===== src/rtl/asr_shift_seq_if.sv =====
// asr_shift_seq_if: operand/result handshake bundle for the sequenced
// arithmetic right shifter. The master side presents operand pairs and
// consumes results; the slave side is the shifter itself.
interface asr_shift_seq_if #(
    parameter int unsigned WIDTH = 16
);
    localparam int unsigned AMTW = $clog2(WIDTH);

    logic             in_valid;
    logic             in_ready;
    logic [WIDTH-1:0] in_data;
    logic [AMTW-1:0]  in_amt;
    logic             out_valid;
    logic             out_ready;
    logic [WIDTH-1:0] out_data;
    logic             busy;

    modport master (
        output in_valid, in_data, in_amt, out_ready,
        input  in_ready, out_valid, out_data, busy
    );

    modport slave (
        input  in_valid, in_data, in_amt, out_ready,
        output in_ready, out_valid, out_data, busy
    );
endinterface


===== src/rtl/asr_shift_seq.sv =====
// asr_shift_seq: iterative arithmetic right shifter. One power-of-two
// sign-filling stage is applied per cycle, walking the amount MSB-first.
// Build option: define ASR_SHIFT_SEQ_SKIP_EN to visit only the set bits of
// the amount (latency 1+popcount instead of a fixed AMTW+1).
module asr_shift_seq #(
    parameter int unsigned WIDTH = 16
) (
    input  logic           clk,
    input  logic           reset,
    asr_shift_seq_if.slave bus
);
    localparam int unsigned AMTW = $clog2(WIDTH);
    localparam int unsigned SW   = $clog2(AMTW);

    typedef enum logic [1:0] {
        IDLE,
        SHIFT,
        DONE
    } state_t;

    state_t           state;
    logic [WIDTH-1:0] data;
    logic [AMTW-1:0]  amt;
    logic             out_valid;
    logic [WIDTH-1:0] out_data;
`ifndef ASR_SHIFT_SEQ_SKIP_EN
    logic [SW-1:0]    stage;
`endif

    logic [SW-1:0]    stage_sel;
    logic [AMTW-1:0]  stage_bit;
    logic [WIDTH-1:0] shifted;
    logic             last_stage;
    logic             accept;

    assign bus.in_ready  = (state == IDLE) || ((state == DONE) && bus.out_ready);
    assign bus.busy      = (state != IDLE);
    assign bus.out_valid = out_valid;
    assign bus.out_data  = out_data;
    assign accept        = bus.in_valid && bus.in_ready;

    // Select the active stage and form the data after applying it.
    // The stage's bit weight in amt equals its shift distance, so stage_bit
    // serves both as the amt mask and as the shift count.
    always_comb begin
`ifdef ASR_SHIFT_SEQ_SKIP_EN
        stage_sel = '0;
        for (int unsigned i = 0; i < AMTW; i++) begin
            if (amt[i]) stage_sel = SW'(i);
        end
`else
        stage_sel = stage;
`endif
        stage_bit = AMTW'(1) << stage_sel;
        if ((amt & stage_bit) != '0) shifted = $signed(data) >>> stage_bit;
        else                         shifted = data;
`ifdef ASR_SHIFT_SEQ_SKIP_EN
        last_stage = ((amt & ~stage_bit) == '0);
`else
        last_stage = (stage == '0);
`endif
    end

    // Control FSM with registered result outputs; an accept in DONE
    // coincides with the retire, so it is handled ahead of the state case.
    always_ff @(posedge clk) begin
        if (reset) begin
            state     <= IDLE;
            data      <= '0;
            amt       <= '0;
            out_valid <= 1'b0;
            out_data  <= '0;
`ifndef ASR_SHIFT_SEQ_SKIP_EN
            stage     <= '0;
`endif
        end else if (accept) begin
            data <= bus.in_data;
            amt  <= bus.in_amt;
`ifdef ASR_SHIFT_SEQ_SKIP_EN
            if (bus.in_amt == '0) begin
                state     <= DONE;
                out_valid <= 1'b1;
                out_data  <= bus.in_data;
            end else begin
                state     <= SHIFT;
                out_valid <= 1'b0;
            end
`else
            stage     <= SW'(AMTW - 1);
            state     <= SHIFT;
            out_valid <= 1'b0;
`endif
        end else begin
            case (state)
                SHIFT: begin
                    data <= shifted;
`ifdef ASR_SHIFT_SEQ_SKIP_EN
                    amt  <= amt & ~stage_bit;
`else
                    stage <= stage - SW'(1);
`endif
                    if (last_stage) begin
                        state     <= DONE;
                        out_valid <= 1'b1;
                        out_data  <= shifted;
                    end
                end
                DONE: begin
                    if (bus.out_ready) begin
                        state     <= IDLE;
                        out_valid <= 1'b0;
                    end
                end
                default: ;
            endcase
        end
    end
endmodule


===== src/flat_wrapper.sv =====
// flat-port wrapper written by rule: the top's interface ports become plain ports
module asr_shift_seq_flat 
#(
    parameter int unsigned WIDTH = 16
)
  (clk, reset, bus_in_valid, bus_in_data, bus_in_amt, bus_out_ready, bus_in_ready, bus_out_valid, bus_out_data, bus_busy);
  asr_shift_seq_if #(.WIDTH(WIDTH)) bus_i ();
  input  logic clk;
  input  logic reset;
  input wire logic [$bits(bus_i.in_valid)-1:0] bus_in_valid;
  input wire logic [$bits(bus_i.in_data)-1:0] bus_in_data;
  input wire logic [$bits(bus_i.in_amt)-1:0] bus_in_amt;
  input wire logic [$bits(bus_i.out_ready)-1:0] bus_out_ready;
  output wire logic [$bits(bus_i.in_ready)-1:0] bus_in_ready;
  output wire logic [$bits(bus_i.out_valid)-1:0] bus_out_valid;
  output wire logic [$bits(bus_i.out_data)-1:0] bus_out_data;
  output wire logic [$bits(bus_i.busy)-1:0] bus_busy;
  assign bus_i.in_valid = bus_in_valid;
  assign bus_i.in_data = bus_in_data;
  assign bus_i.in_amt = bus_in_amt;
  assign bus_i.out_ready = bus_out_ready;
  assign bus_in_ready = bus_i.in_ready;
  assign bus_out_valid = bus_i.out_valid;
  assign bus_out_data = bus_i.out_data;
  assign bus_busy = bus_i.busy;
  asr_shift_seq #(.WIDTH(WIDTH)) u_core (.clk(clk), .reset(reset), .bus(bus_i));
endmodule

===== config.mk =====
export PLATFORM = sky130hd
export DESIGN_NAME = asr_shift_seq_flat
export DESIGN_NICKNAME = d
export VERILOG_FILES = /design/src/rtl/asr_shift_seq_if.sv /design/src/rtl/asr_shift_seq.sv /design/src/flat_wrapper.sv
export SDC_FILE = /design/constraint.sdc
export NUM_CORES = 1
export LEC_CHECK = 0
export BUFFER_PORTS_ARGS = -buffer_cell sky130_fd_sc_hd__buf_4
export CAP_MARGIN = 20
export CORE_MARGIN = 5
export CORE_UTILIZATION = 33
export CTS_BUF_LIST = sky130_fd_sc_hd__clkbuf_2 sky130_fd_sc_hd__clkbuf_4 sky130_fd_sc_hd__clkbuf_8
export DETAILED_ROUTE_END_ITERATION = 6
export PLACE_DENSITY = 0.58
export SYNTH_ARGS = -nofsm -noshare
export SYNTH_HDL_FRONTEND = slang
export SYNTH_SLANG_ARGS = --single-unit

===== constraint.sdc =====
create_clock -name clk -period 1.8 [get_ports clk]
set_input_delay 0.09 -clock clk [delete_from_list [all_inputs] [get_ports clk]]
set_output_delay 0.09 -clock clk [all_outputs]
set_load 0.05 [all_outputs]

## After elaboration in Yosys (flattened, before gate mapping)

Index checks and enable logic that the tools add are counted.

- Add/subtract/negate cells: 1
- Equal/unequal tests: 6
- Shift operators: 2
- Muxes and demuxes: 12
- Bitwise gates (word level): 2
- Reduce and logical (&&, ||, !) cells: 14

Operators by type and width:

| kind | count |
|---|---|
| 16-bit 2-to-1 mux | 3 |
| 16-bit by 4-bit >>> shifter with 16-bit output | 1 |
| 3-bit AND reduction | 3 |
| 2-bit 2-to-1 mux | 4 |
| 2-bit nonzero test | 3 |
| 4-bit AND | 1 |
| 2-bit logical NOT | 2 |
| 2-bit case mux with 2 select lines | 1 |
| 4-bit nonzero test | 1 |
| 1-bit by 2-bit << shifter with 4-bit output, first input constant | 1 |
| 1-bit 2-to-1 mux | 3 |
| 3-bit by 1-bit inequality test with 1-bit output, second input constant | 1 |
| 3-bit by 2-bit inequality test with 1-bit output, second input constant | 1 |
| 3-bit nonzero test | 1 |
| 2-bit by 1-bit == test with 1-bit output, second input constant | 1 |
| 2-bit == test, second input constant | 1 |
| 1-bit logical AND | 2 |
| 2-bit by 1-bit inequality test with 1-bit output, second input constant | 1 |
| 2-bit inequality test, second input constant | 1 |
| 1-bit case mux with 2 select lines | 1 |
| 2-bit OR reduction | 1 |
| 2-bit by 1-bit subtractor with 2-bit output, second input constant | 1 |
| 1-bit logical OR | 1 |
| 1-bit inverter | 1 |

- Register bits after elaboration: 41
- Bits of input ports: 24
- Word-level logic and storage cells: 44

## Longest topological paths before layout

Gate-level depths: netlist (run 1).

- Depth in word-level cells: 6
- Mapped depth: 11
- Depth with buffers taken out: 7

## Worst setup path after synthesis (run 1)

No wires, ideal clock.

- Path kind: reg2reg
- Start: register u_core.state[1]
- End: register u_core.data[9]
- Library setup time: 0.074 ns
- Data arrival time: 2.281 ns
- Required time: 1.726 ns
- Slack: -0.555 ns
- Cell stages (with the launch flop): 8
- Path buffers: 0
- Clock period less this slack: 2.355 ns
- Cell sequence: dfxtp_1 > inv_1 > ha_1 > a21o_1 > a21oi_1 > a21boi_1 > o211ai_1 > a31oi_1

- Cells in the longest elaborated chain, start to end: 5

Ends and longest elaborated chain:

| item | RTL line | source |
|---|---|---|
| start: declaration | asr_shift_seq.sv:21 | `state_t state;` |
| start signal: assignment | asr_shift_seq.sv:68 | `state <= IDLE;` |
| start signal: assignment | asr_shift_seq.sv:90 | `state <= SHIFT;` |
| start signal: assignment | asr_shift_seq.sv:103 | `state <= DONE;` |
| 2-bit == test | asr_shift_seq.sv:36 | `assign bus.in_ready = (state == IDLE) \|\| ((state == DONE) && bus.out_ready);` |
| 1-bit logical AND | asr_shift_seq.sv:36 |  |
| 1-bit logical OR * | asr_shift_seq.sv:36 |  |
| via bus_in_ready | flat_wrapper.sv:14 | `output wire logic [$bits(bus_i.in_ready)-1:0] bus_in_ready;` |
| 1-bit logical AND * | asr_shift_seq.sv:40 | `assign accept = bus.in_valid && bus.in_ready;` |
| 16-bit 2-to-1 mux / 2-bit nonzero test (equally long branches) | n/a |  |
| end signal: assignment | asr_shift_seq.sv:77 | `data <= bus.in_data;` |
| end signal: assignment | asr_shift_seq.sv:96 | `data <= shifted;` |
| end: declaration | asr_shift_seq.sv:22 | `logic [WIDTH-1:0] data;` |

Mark *: on every way through the listed nets, which the timed path passes. The rest lies on a longest branch.
A chain may end at the register's enable or synchronous reset.

## Final worst setup path (run 1)

- Start: register u_core.stage[0]
- End: register u_core.out_data[7], in the netlist u_core.bus.out_data[7]

- Cells in the longest elaborated chain, start to end: 4

Ends and longest elaborated chain:

| item | RTL line | source |
|---|---|---|
| start: declaration | asr_shift_seq.sv:27 | `logic [SW-1:0] stage;` |
| start signal: assignment | asr_shift_seq.sv:89 | `stage <= SW'(AMTW - 1);` |
| start signal: assignment | asr_shift_seq.sv:100 | `stage <= stage - SW'(1);` |
| parallel branches: the longest is 4 deep, another holds 16-bit by 4-bit >>> shifter with 16-bit output | n/a |  |
| end signal: assignment | asr_shift_seq.sv:105 | `out_data <= shifted;` |
| end: declaration | asr_shift_seq.sv:25 | `logic [WIDTH-1:0] out_data;` |

Several ways; the timed one is not identified.

==> impl_metrics.ini, run 1 <==
[run_status]
status = complete, but fails checks
violated_checks = setup timing

[power]
vdd_ir_drop_max_mv = 0.360
clock_power_share_pct = 19.8
pwr-share-comb_pct = 53.2
swShare_pct = 38.4
pwr-share-seq_pct = 26.9
intPower_mw = 2.55
power.switching_mw = 1.59
power.static_leakage_nw = 1.68
power.density_cell_area_mw_per_mm2 = 963

[worst_setup_path]
path_max_fanout = 6
timing.critical_path.from_type = flop
timing.rr.start = u_core.stage[0]
cp_endpoint = u_core.bus.out_data[7]
worstPathCellList = buf_6 > ha_4 > buf_12 > buf_4 > mux4_2 > mux2_4 > a21oi_4 > o41ai_2
terminus_of_the_critical_flop_to_flop_path = u_core.bus.out_data[7]
critPathCaptureType = flop
cp-startpoint = u_core.stage[0]
cp_data_arrival_time_ns = 2.20
worst_path_max_delay_cell = sky130_fd_sc_hd__mux4_2
critical-path-max-stage-delay_ns = 0.48
path_class = flop to flop
required_ns = 1.97
ff2ff_path_depth = 8
ff2ff_setup_slack_ns = -0.22

[finish]
drive_gt1_share_pct = 51.6
fillers = 755
regArea_sq_um = 810
fin_area_sq_mm = 0.00430
area_grow_syn2layout_pct = 52.6
design.final.nets = 448
multi_input_logic_area_sq_mm = 0.00217
insertedDiodeCount = 0
finish.cell_count_without_fillers = 522

[synthesis]
postSynthNetCount = 352
synthesis.area_sq_mm = 0.00282
synth_top_cells_by_count = sky130_fd_sc_hd__nand2_1 (46), sky130_fd_sc_hd__dfxtp_1 (40), sky130_fd_sc_hd__a21oi_1 (29)
ys_top_cells_by_area = sky130_fd_sc_hd__dfxtp_1 (28%), sky130_fd_sc_hd__mux4_2 (8.0%), sky130_fd_sc_hd__nand2_1 (6.1%)
distinct_cell_type_count_of_the_synthesized_netlist = 65
number_of_flops_mapped_to_enable_cells_by_yosys = 0
yosysMostFrequentCell = sky130_fd_sc_hd__nand2_1
ys_seq_area_share_pct = 28.4
synth_top_cell_area_share_pct = 28.4
ys_warn_count = 0
synth.ff_latch_count = 40
postSynth.asyncResetShare_pct = 0
top_reg_cell_synth = sky130_fd_sc_hd__dfxtp_1
netlist_instances = 320
per_instance_average_area_after_synthesis_sq_um = 8.81
synth_area_leader_cell = sky130_fd_sc_hd__dfxtp_1

[route]
vias_per_cell = 5.49
met2WireLength_microns = 4660
highest_layer = met4
wl_met3_microns = 490
wl_met1_microns = 4070
routed_wl_microns = 9360
dr.pass1.iters = 4
dr_total_vias = 2864
detailedRoute.firstIterationViolations = 166
post_route_drc_violation_count = 0
route.antenna.remaining_nets = 0
drt-wirelength-per-cell_microns = 17.9

[timing]
setup_viol = 30
skew_ns = 0.00726
slew_violations = 0
hold_viol_final = 0
post-route-min-period_ns = 2.02
post-route-worst-setup-slack_ns = -0.225
rsz0062_at_grt = true
post-route-period-util_pct = 112
clock.fmax_mhz = 494
worst_slew_pin_slew_ns = 0.467
slew_headroom_pct = 68.9

[flow_run]
maxCapViolCount = 0

[floorplanning]
rows = 33
die_width_microns = 102
ioPinCount = 43
fp.coreArea_sq_mm = 0.00826
initial_core_util_pct = 34.2
die-area_sq_mm = 0.0105
dieHeight_microns = 102

[hold_path]
min-delay-path-class = input pin to flop

[clock_network]
tritoncts = done
cts-htree-levels = 2
cts_inserted_buffers = 5
path_clk_slew_ns = 0.08
clock-sinks = 40
worstSkewPairLatency_ns = 0.29
cts-hold-fix-buffers = 0
clk_path_buf_depth = 2
cts-root-buf = sky130_fd_sc_hd__clkbuf_8

[global_routing]
grt_overflow_total = 0
number_of_antenna_violations_at_the_first_check_in_global_routing = 0
pin_count_of_the_biggest_net_entering_global_routing = 43
grt_pass1_wl_microns = 14800
vias_in_the_first_global_route = 2901
gr_util_all_layers_pct = 18.1

[placed_design]
post-dp-hpwl_microns = 6540
globalplace.congestion = 0.878
numPlacedInstances = 490
portBuffers = 42
detailed_place.area_sq_mm = 0.00357
==> power by group through the flow <==
stage | Sequential [mW] | Clock (mW) | Combinational, mW
floorplan | 1.20 | 0 | 1.06
global placement | 1.12 | 0 | 1.69
detailed placement | 1.12 | 0 | 1.71
CTS | 1.11 | 0.846 | 2.02
global route | 1.13 | 0.868 | 2.35
finish | 1.12 | 0.821 | 2.21
==> placed cells by master (no fill, tap or decap), types with 11 or more instances in the layout <==
cell type / n
sky130_fd_sc_hd__buf_6: 16
sky130_fd_sc_hd__dfxtp_1: 37
sky130_fd_sc_hd__buf_4: 95
sky130_fd_sc_hd__mux4_2: 11
sky130_fd_sc_hd__nor2_1: 21
sky130_fd_sc_hd__nand2_1: 41
sky130_fd_sc_hd__a21oi_1: 18
==> worst min-delay path by stage <==
stage	end	slack, ns	depth (start not counted)	start
after floorplan	u_core.data[8]	0.22	2	bus_in_data[8]
after global routing	u_core.amt[0]	0.04	3	bus_in_amt[0]
final	u_core.amt[2]	0.04	3	bus_in_amt[2]
after CTS	u_core.data[15]	0.03	3	bus_in_data[15]
after global placement	u_core.data[8]	0.33	3	bus_in_data[8]
after detailed placement	u_core.data[15]	0.35	3	bus_in_data[15]
==> per-stage QoR <==
stage               worst slack [ns]  total power, mW  util (%)  hold slack [ns]  setup TNS (ns)
finish                        -0.225             4.14      52.1           0.0369           -4.38
global route                  -0.299             4.35      52.1           0.0364           -7.01
CTS                           -0.234             3.98      49.5           0.0304           -4.93
detailed placement            -0.281             2.83      43.2            0.351           -5.81
global placement              -0.252             2.81      43.2            0.328           -5.08
floorplan                     -0.123             2.27         -            0.222           -1.04
==> metal layers <==
metal	track usage, %	up-vias
met1	23.4	1383
met4	5.85	0
met3	2.87	9
li1	-	1384
met2	30.9	88
met5	0	-
==> sequential cells by signal, indices dropped and copies added, names as in the netlist <==
signal               count
u_core.bus.out_data     16
u_core.data             16
u_core.amt               4
u_core.stage             2
u_core.state             2
==> kinds of logic after synthesis <==
| kind of cell | count (synthesis) | share of synthesized area, % |
|---|---|---|
| buffers and inverters | 36 | 7.59 |
| flip-flops | 40 | 28.4 |
| AO/OA/AOI/OAI | 100 | 26.6 |
| XOR/XNOR | 1 | 0.311 |
| multiplexers | 27 | 16.1 |
| adder cells (fa/ha/maj) | 8 | 3.55 |
| AND/OR/NAND/NOR | 108 | 17.5 |
==> worst max-delay path, delay by kind of cell (launching register included) <==
family | cells | cell delay [ns]
mux | 2 | 0.78
flops | 1 | 0.38
buf+inv | 3 | 0.34
compound gates | 2 | 0.25
fa+ha+maj | 1 | 0.16
==> area by class of cell <==
| type | instances | share of cell area (%) |
|---|---|---|
| multi-input combinational | 244 | 50.4 |
| timing repair buffer | 118 | 24.1 |
| sequential | 40 | 18.8 |
| tap | 105 | 3.05 |
| clock buffer | 7 | 2.24 |
| inverter | 7 | 0.727 |
| clock inverter | 1 | 0.698 |
==> repair_timing <==
action	CTS	global route
gates cloned	2	0
buffers inserted	15	7
pin swaps	33	24
setup endpoints to repair	29	30
resized for setup	50	42
No activity file was read; power rests on OpenSTA's default activity.
==> run 2, diff against run 1 <==
CTS_BUF_LIST = sky130_fd_sc_hd__clkbuf_8 sky130_fd_sc_hd__clkbuf_16   (was sky130_fd_sc_hd__clkbuf_2 sky130_fd_sc_hd__clkbuf_4 sky130_fd_sc_hd__clkbuf_8)
==> run 2 against run 1 <==
  * Clock power decreased by 5.8%
  * Fmax down 3.1%
  * Sequential share of layout area shrank 0.16 points
  * Core utilization is 0.44 points higher
  * Setup slack got worse by 0.064 ns
  * Largest cell class unchanged
  * Power rose by 0.48%
  * Final cell count grew 0.38%
  * Die area is the same
  * Sequential cell count unchanged
  * Cell area is 0.84% higher
  * Non-clock buffer count rose by 2
  * The flow still finishes with violations (setup timing)
  * Count of clock-buffer cells in the layout up 1
  * Critical path type unchanged
==> impl_metrics.ini, run 2 (synthesized netlist as in run 1, its figures left out) <==
[clock_network]
cts-hold-fix-buffers = 0
path_clk_slew_ns = 0.08
cts_inserted_buffers = 5
worstSkewPairLatency_ns = 0.30
tritoncts = done
cts-root-buf = sky130_fd_sc_hd__clkbuf_8
cts-htree-levels = 2
clock-sinks = 40
clk_path_buf_depth = 2

[global_routing]
gr_util_all_layers_pct = 18.0
vias_in_the_first_global_route = 2831
number_of_antenna_violations_at_the_first_check_in_global_routing = 0
grt_pass1_wl_microns = 14800
grt_overflow_total = 0
pin_count_of_the_biggest_net_entering_global_routing = 43

[worst_setup_path]
timing.critical_path.from_type = flop
path_class = flop to flop
worstPathCellList = buf_6 > ha_4 > buf_12 > buf_12 > o21bai_1 > o311ai_1 > a21oi_1 > a221oi_2 > buf_4 > a221oi_2
cp_top_family = compound AO/OA/AOI/OAI gates
required_ns = 2.01
worst_path_max_delay_cell = sky130_fd_sc_hd__dfxtp_4
cp_data_arrival_time_ns = 2.30
critPathCaptureType = flop
timing.critical_path.buf_inv = 4
path_max_fanout = 18
critical-path-max-stage-delay_ns = 0.37

[floorplanning]
die-area_sq_mm = 0.0105
die_width_microns = 102
dieHeight_microns = 102
fp.coreArea_sq_mm = 0.00826
ioPinCount = 43
initial_core_util_pct = 34.2
rows = 33

[route]
detailedRoute.firstIterationViolations = 158
dr.pass1.iters = 4
post_route_drc_violation_count = 0
dr_total_vias = 2916
vias_per_cell = 5.56
drt-wirelength-per-cell_microns = 18.7
routed_wl_microns = 9810
route.antenna.remaining_nets = 0

[power]
swShare_pct = 39.0
clock_power_share_pct = 18.6
vdd_ir_drop_max_mv = 0.327
power.density_cell_area_mw_per_mm2 = 960
power.static_leakage_nw = 1.70
intPower_mw = 2.54
power.switching_mw = 1.63
pwr-share-comb_pct = 54.6
pwr-share-seq_pct = 26.9

[timing]
setup_tns_ns = -5.01
hold_viol_final = 0
setup_viol = 30
clock.fmax_mhz = 479
worst_slew_pin_slew_ns = 0.481
post-route-min-period_ns = 2.09
slew_headroom_pct = 67.9
skew_ns = 0.00622
post-route-period-util_pct = 116
slew_violations = 0
post-route-worst-setup-slack_ns = -0.289
rsz0062_at_grt = true

[finish]
insertedDiodeCount = 0
area_grow_syn2layout_pct = 53.9
commonest_non_fill_non_tap_cells_in_the_layout = sky130_fd_sc_hd__buf_4 (95), sky130_fd_sc_hd__nand2_1 (41), sky130_fd_sc_hd__dfxtp_1 (37)
mostFrequentLayoutCell = sky130_fd_sc_hd__buf_4
multi_input_logic_area_sq_mm = 0.00216
regArea_sq_um = 810
design.final.nets = 450
biggestRegsByFlops = u_core.bus.out_data (16), u_core.data (16), u_core.amt (4)
finish.cell_count_without_fillers = 524
fillers = 759
drive_gt1_share_pct = 50.6

[placed_design]
globalplace.congestion = 0.878
post-dp-hpwl_microns = 6540
portBuffers = 42
numPlacedInstances = 490

[hold_path]
min-delay-path-class = input pin to flop

[run_status]
violated_checks = setup timing
status = complete, but fails checks

[flow_run]
maxCapViolCount = 0
[run 2: through the flow]
stage / total power [mW] / hold slack (ns) / cell area [sq um] / util, % / setup slack [ns]
finish: 4.16 / 0.0321 / 4340 / 52.5 / -0.289
floorplan: 2.27 / 0.222 / 2880 / - / -0.123
global route: 4.36 / 0.0326 / 4340 / 52.5 / -0.326
global placement: 2.81 / 0.328 / 3570 / 43.2 / -0.252
CTS: 3.89 / 0.0304 / 4030 / 48.8 / -0.232
detailed placement: 2.83 / 0.351 / 3570 / 43.2 / -0.281
[run 2: tightest hold or removal path, cell delays in order]
cell,delay [ns]
sky130_fd_sc_hd__buf_4,0.11
sky130_fd_sc_hd__nand2_1,0.04
sky130_fd_sc_hd__a21oi_1,0.05
[run 2: power by group through the flow]
stage,Combinational (mW),Clock (mW),Sequential [mW]
floorplan,1.06,0,1.20
global placement,1.69,0,1.12
detailed placement,1.71,0,1.12
global route,2.41,0.816,1.13
CTS,1.99,0.793,1.11
finish,2.27,0.773,1.12
[run 2: worst paths after layout]
check | depth (start not counted) | start | endpoint | slack, ns
worst max-delay path | 10 | u_core.stage[0] | u_core.data[5] | -0.29
worst min-delay path | 3 | bus_in_amt[2] | u_core.amt[2] | 0.03
worst max register to register | 10 | u_core.stage[0] | u_core.data[5] | -0.29
worst min register to register | 2 | u_core.bus.out_data[12] | u_core.bus.out_data[12] | 0.46
[run 2: timing repair]
action	in CTS	in global routing
setup endpoints to repair	29	30
gates cloned	1	1
setup buffers	14	10
resized for setup	42	46
pin swaps	32	32
[run 2: final cells by class]
cell class / count / share of cell area, %
Timing Repair Buffer: 120 / 25.1
Sequential cell: 40 / 18.7
Clock buffer: 8 / 2.80
Multi-Input combinational cell: 244 / 49.7
Inverter: 7 / 0.721
Tap cell: 105 / 3.03
[run 2: metal layers]
metal	global-route usage, %	share of wire, %	up-vias	wire length [microns]
met5	0	0	-	0
met4	5.45	2.2	0	214
met3	2.59	5.7	19	559
met2	30.2	50	102	4930
met1	24.0	42	1406	4110
li1	-	-	1389	-
==> run 3, diff against run 2 <==
PLACE_DENSITY = not set   (was 0.58)
==> run 3 against run 2 <==
  * The run still ends with setup timing left
  * Worst hold slack gained 0.0057 ns
  * First-iteration DRC count is 16% higher
  * Die area unchanged
  * Clock power is 6.5% higher
  * Critical path depth decreased by 1
  * Cell area down 2.1%
  * Wire length decreased by 3.9%
  * Power is 0.53% lower
  * Critical path type unchanged
  * Largest power group unchanged
  * Highest routed layer unchanged
==> impl_metrics.ini, run 3 (synthesized netlist as in run 1, its figures left out) <==
[flow_run]
maxCapViolCount = 0

[finish]
commonest_non_fill_non_tap_cells_in_the_layout = sky130_fd_sc_hd__buf_4 (90), sky130_fd_sc_hd__nand2_1 (43), sky130_fd_sc_hd__dfxtp_1 (37)
finish.cell_count_without_fillers = 513
mostFrequentLayoutCell = sky130_fd_sc_hd__buf_4
fin_area_sq_mm = 0.00425
drive_gt1_share_pct = 50.5
area_grow_syn2layout_pct = 50.6
insertedDiodeCount = 0
finalCoreUtilization_pct = 51.4
design.final.nets = 440
biggestRegsByFlops = u_core.bus.out_data (16), u_core.data (16), u_core.amt (4)

[power]
power.density_cell_area_mw_per_mm2 = 975
fin_total_pwr_mw = 4.14
power.static_leakage_nw = 1.62
vdd_ir_drop_max_mv = 0.564

[timing]
post-route-period-util_pct = 112
clock.fmax_mhz = 497
worst_slew_pin_slew_ns = 0.476
post-route-worst-setup-slack_ns = -0.212
slew_violations = 0
rsz0062_at_grt = true
post-route-min-period_ns = 2.01
setup_viol = 29
slew_headroom_pct = 68.3
hold_viol_final = 0
skew_ns = 0.00657

[clock_network]
path_clk_slew_ns = 0.08
cts-htree-levels = 2
cts_inserted_buffers = 5
worstSkewPairLatency_ns = 0.30
clock-sinks = 40
tritoncts = done
clk_path_buf_depth = 2
cts-hold-fix-buffers = 0
cts-root-buf = sky130_fd_sc_hd__clkbuf_8

[placed_design]
post-dp-hpwl_microns = 6570
detailed_place.area_sq_mm = 0.00356
portBuffers = 42
numPlacedInstances = 490
globalplace.congestion = 0.899

[worst_setup_path]
required_ns = 1.97
worstPathCellList = inv_4 > ha_4 > buf_12 > buf_6 > mux4_2 > a22oi_2 > and3_4 > o21a_1 > nor3_1
worst_path_max_delay_cell = sky130_fd_sc_hd__mux4_2
path_max_fanout = 6
critPathCaptureType = flop
cp_data_arrival_time_ns = 2.19
timing.critical_path.from_type = flop
path_class = flop to flop
critical-path-max-stage-delay_ns = 0.51

[global_routing]
grt_overflow_total = 0
gr_util_all_layers_pct = 18.4
number_of_antenna_violations_at_the_first_check_in_global_routing = 0
grt_pass1_wl_microns = 14900
pin_count_of_the_biggest_net_entering_global_routing = 43
vias_in_the_first_global_route = 2839

[floorplanning]
fp.coreArea_sq_mm = 0.00826
ioPinCount = 43
die-area_sq_mm = 0.0105
die_width_microns = 102
dieHeight_microns = 102
rows = 33
initial_core_util_pct = 34.2

[hold_path]
min-delay-path-class = input pin to flop

[route]
post_route_drc_violation_count = 0
wl_met1_microns = 4050
vias_per_cell = 5.54
dr_total_vias = 2843
highest_layer = met4
drt-wirelength-per-cell_microns = 18.4
detailedRoute.firstIterationViolations = 183
met2WireLength_microns = 4700
wl_met3_microns = 522
routed_wl_microns = 9430
route.antenna.remaining_nets = 0
dr.pass1.iters = 4

[run_status]
status = complete, but fails checks
violated_checks = setup timing
run 3: cell types whose count changed in the layout (fill, tap and decap cells not counted), moves of 2 or more:
cell	previous run	this run
sky130_fd_sc_hd__buf_6	14	12
sky130_fd_sc_hd__buf_12	6	4
sky130_fd_sc_hd__a221oi_4	0	2
sky130_fd_sc_hd__mux2i_4	1	3
sky130_fd_sc_hd__nand2_1	41	43
sky130_fd_sc_hd__clkbuf_8	7	5
sky130_fd_sc_hd__ha_2	1	4
sky130_fd_sc_hd__buf_4	95	90
sky130_fd_sc_hd__a21oi_4	5	3
sky130_fd_sc_hd__ha_1	4	2
run 3: worst paths after layout:
path,from,end,slack (ns),cells after the start
max,u_core.stage[0],u_core.bus.out_data[3],-0.21,9
min,bus_in_data[15],u_core.data[15],0.04,3
max reg2reg,u_core.stage[0],u_core.bus.out_data[3],-0.21,9
min reg2reg,u_core.bus.out_data[10],u_core.bus.out_data[10],0.45,2
run 3: area by class of cell:
type	count	area (sq um)
Inverter	7	31.3
Fill cell	744	4010
Sequential cell	40	810
Timing Repair Buffer	110	963
Tap cell	105	131
Multi-Input combinational cell	244	2190
Clock inverter	1	30.0
Clock buffer	6	93.8
run 3: metrics by stage:
stage	setup slack, ns	hold WS, ns	setup TNS, ns
6_report	-0.212	0.0378	-3.83
5_1_grt	-0.279	0.0350	-6.14
4_1_cts	-0.224	0.0307	-4.76
3_5_place_dp	-0.310	0.349	-6.16
3_3_place_gp	-0.261	0.340	-5.58
2_1_floorplan	-0.123	0.222	-1.04
run 3: metal layers:
metal / vias up / GRT usage, %
met5: - / 0
li1: 1367 / -
met4: 0 / 6.05
met2: 82 / 30.7
met3: 14 / 3.21
met1: 1380 / 24.1
run 3: worst max-delay path, delay by kind of cell (launching register included):
kind | cells | cell delay, ns
buffers and inverters | 3 | 0.30
DFF | 1 | 0.37
adders and majority gates | 1 | 0.14
muxes | 1 | 0.51
and+or+nand+nor | 2 | 0.25
AOI/OAI and AO/OA | 2 | 0.33
run 3: power by group:
group          internal, mW  switching (mW)
clock                 0.490           0.333
sequential            0.986           0.134
combinational          1.06            1.14
run 3: what timing repair did:
| item | in CTS | in global routing |
|---|---|---|
| gates resized for setup | 49 | 43 |
| buffers inserted | 12 | 3 |
| setup endpoints to repair | 30 | 30 |
| pin swaps | 24 | 39 |
| cloned | 1 | 0 |
| hold endpoints to repair | 0 | 0 |
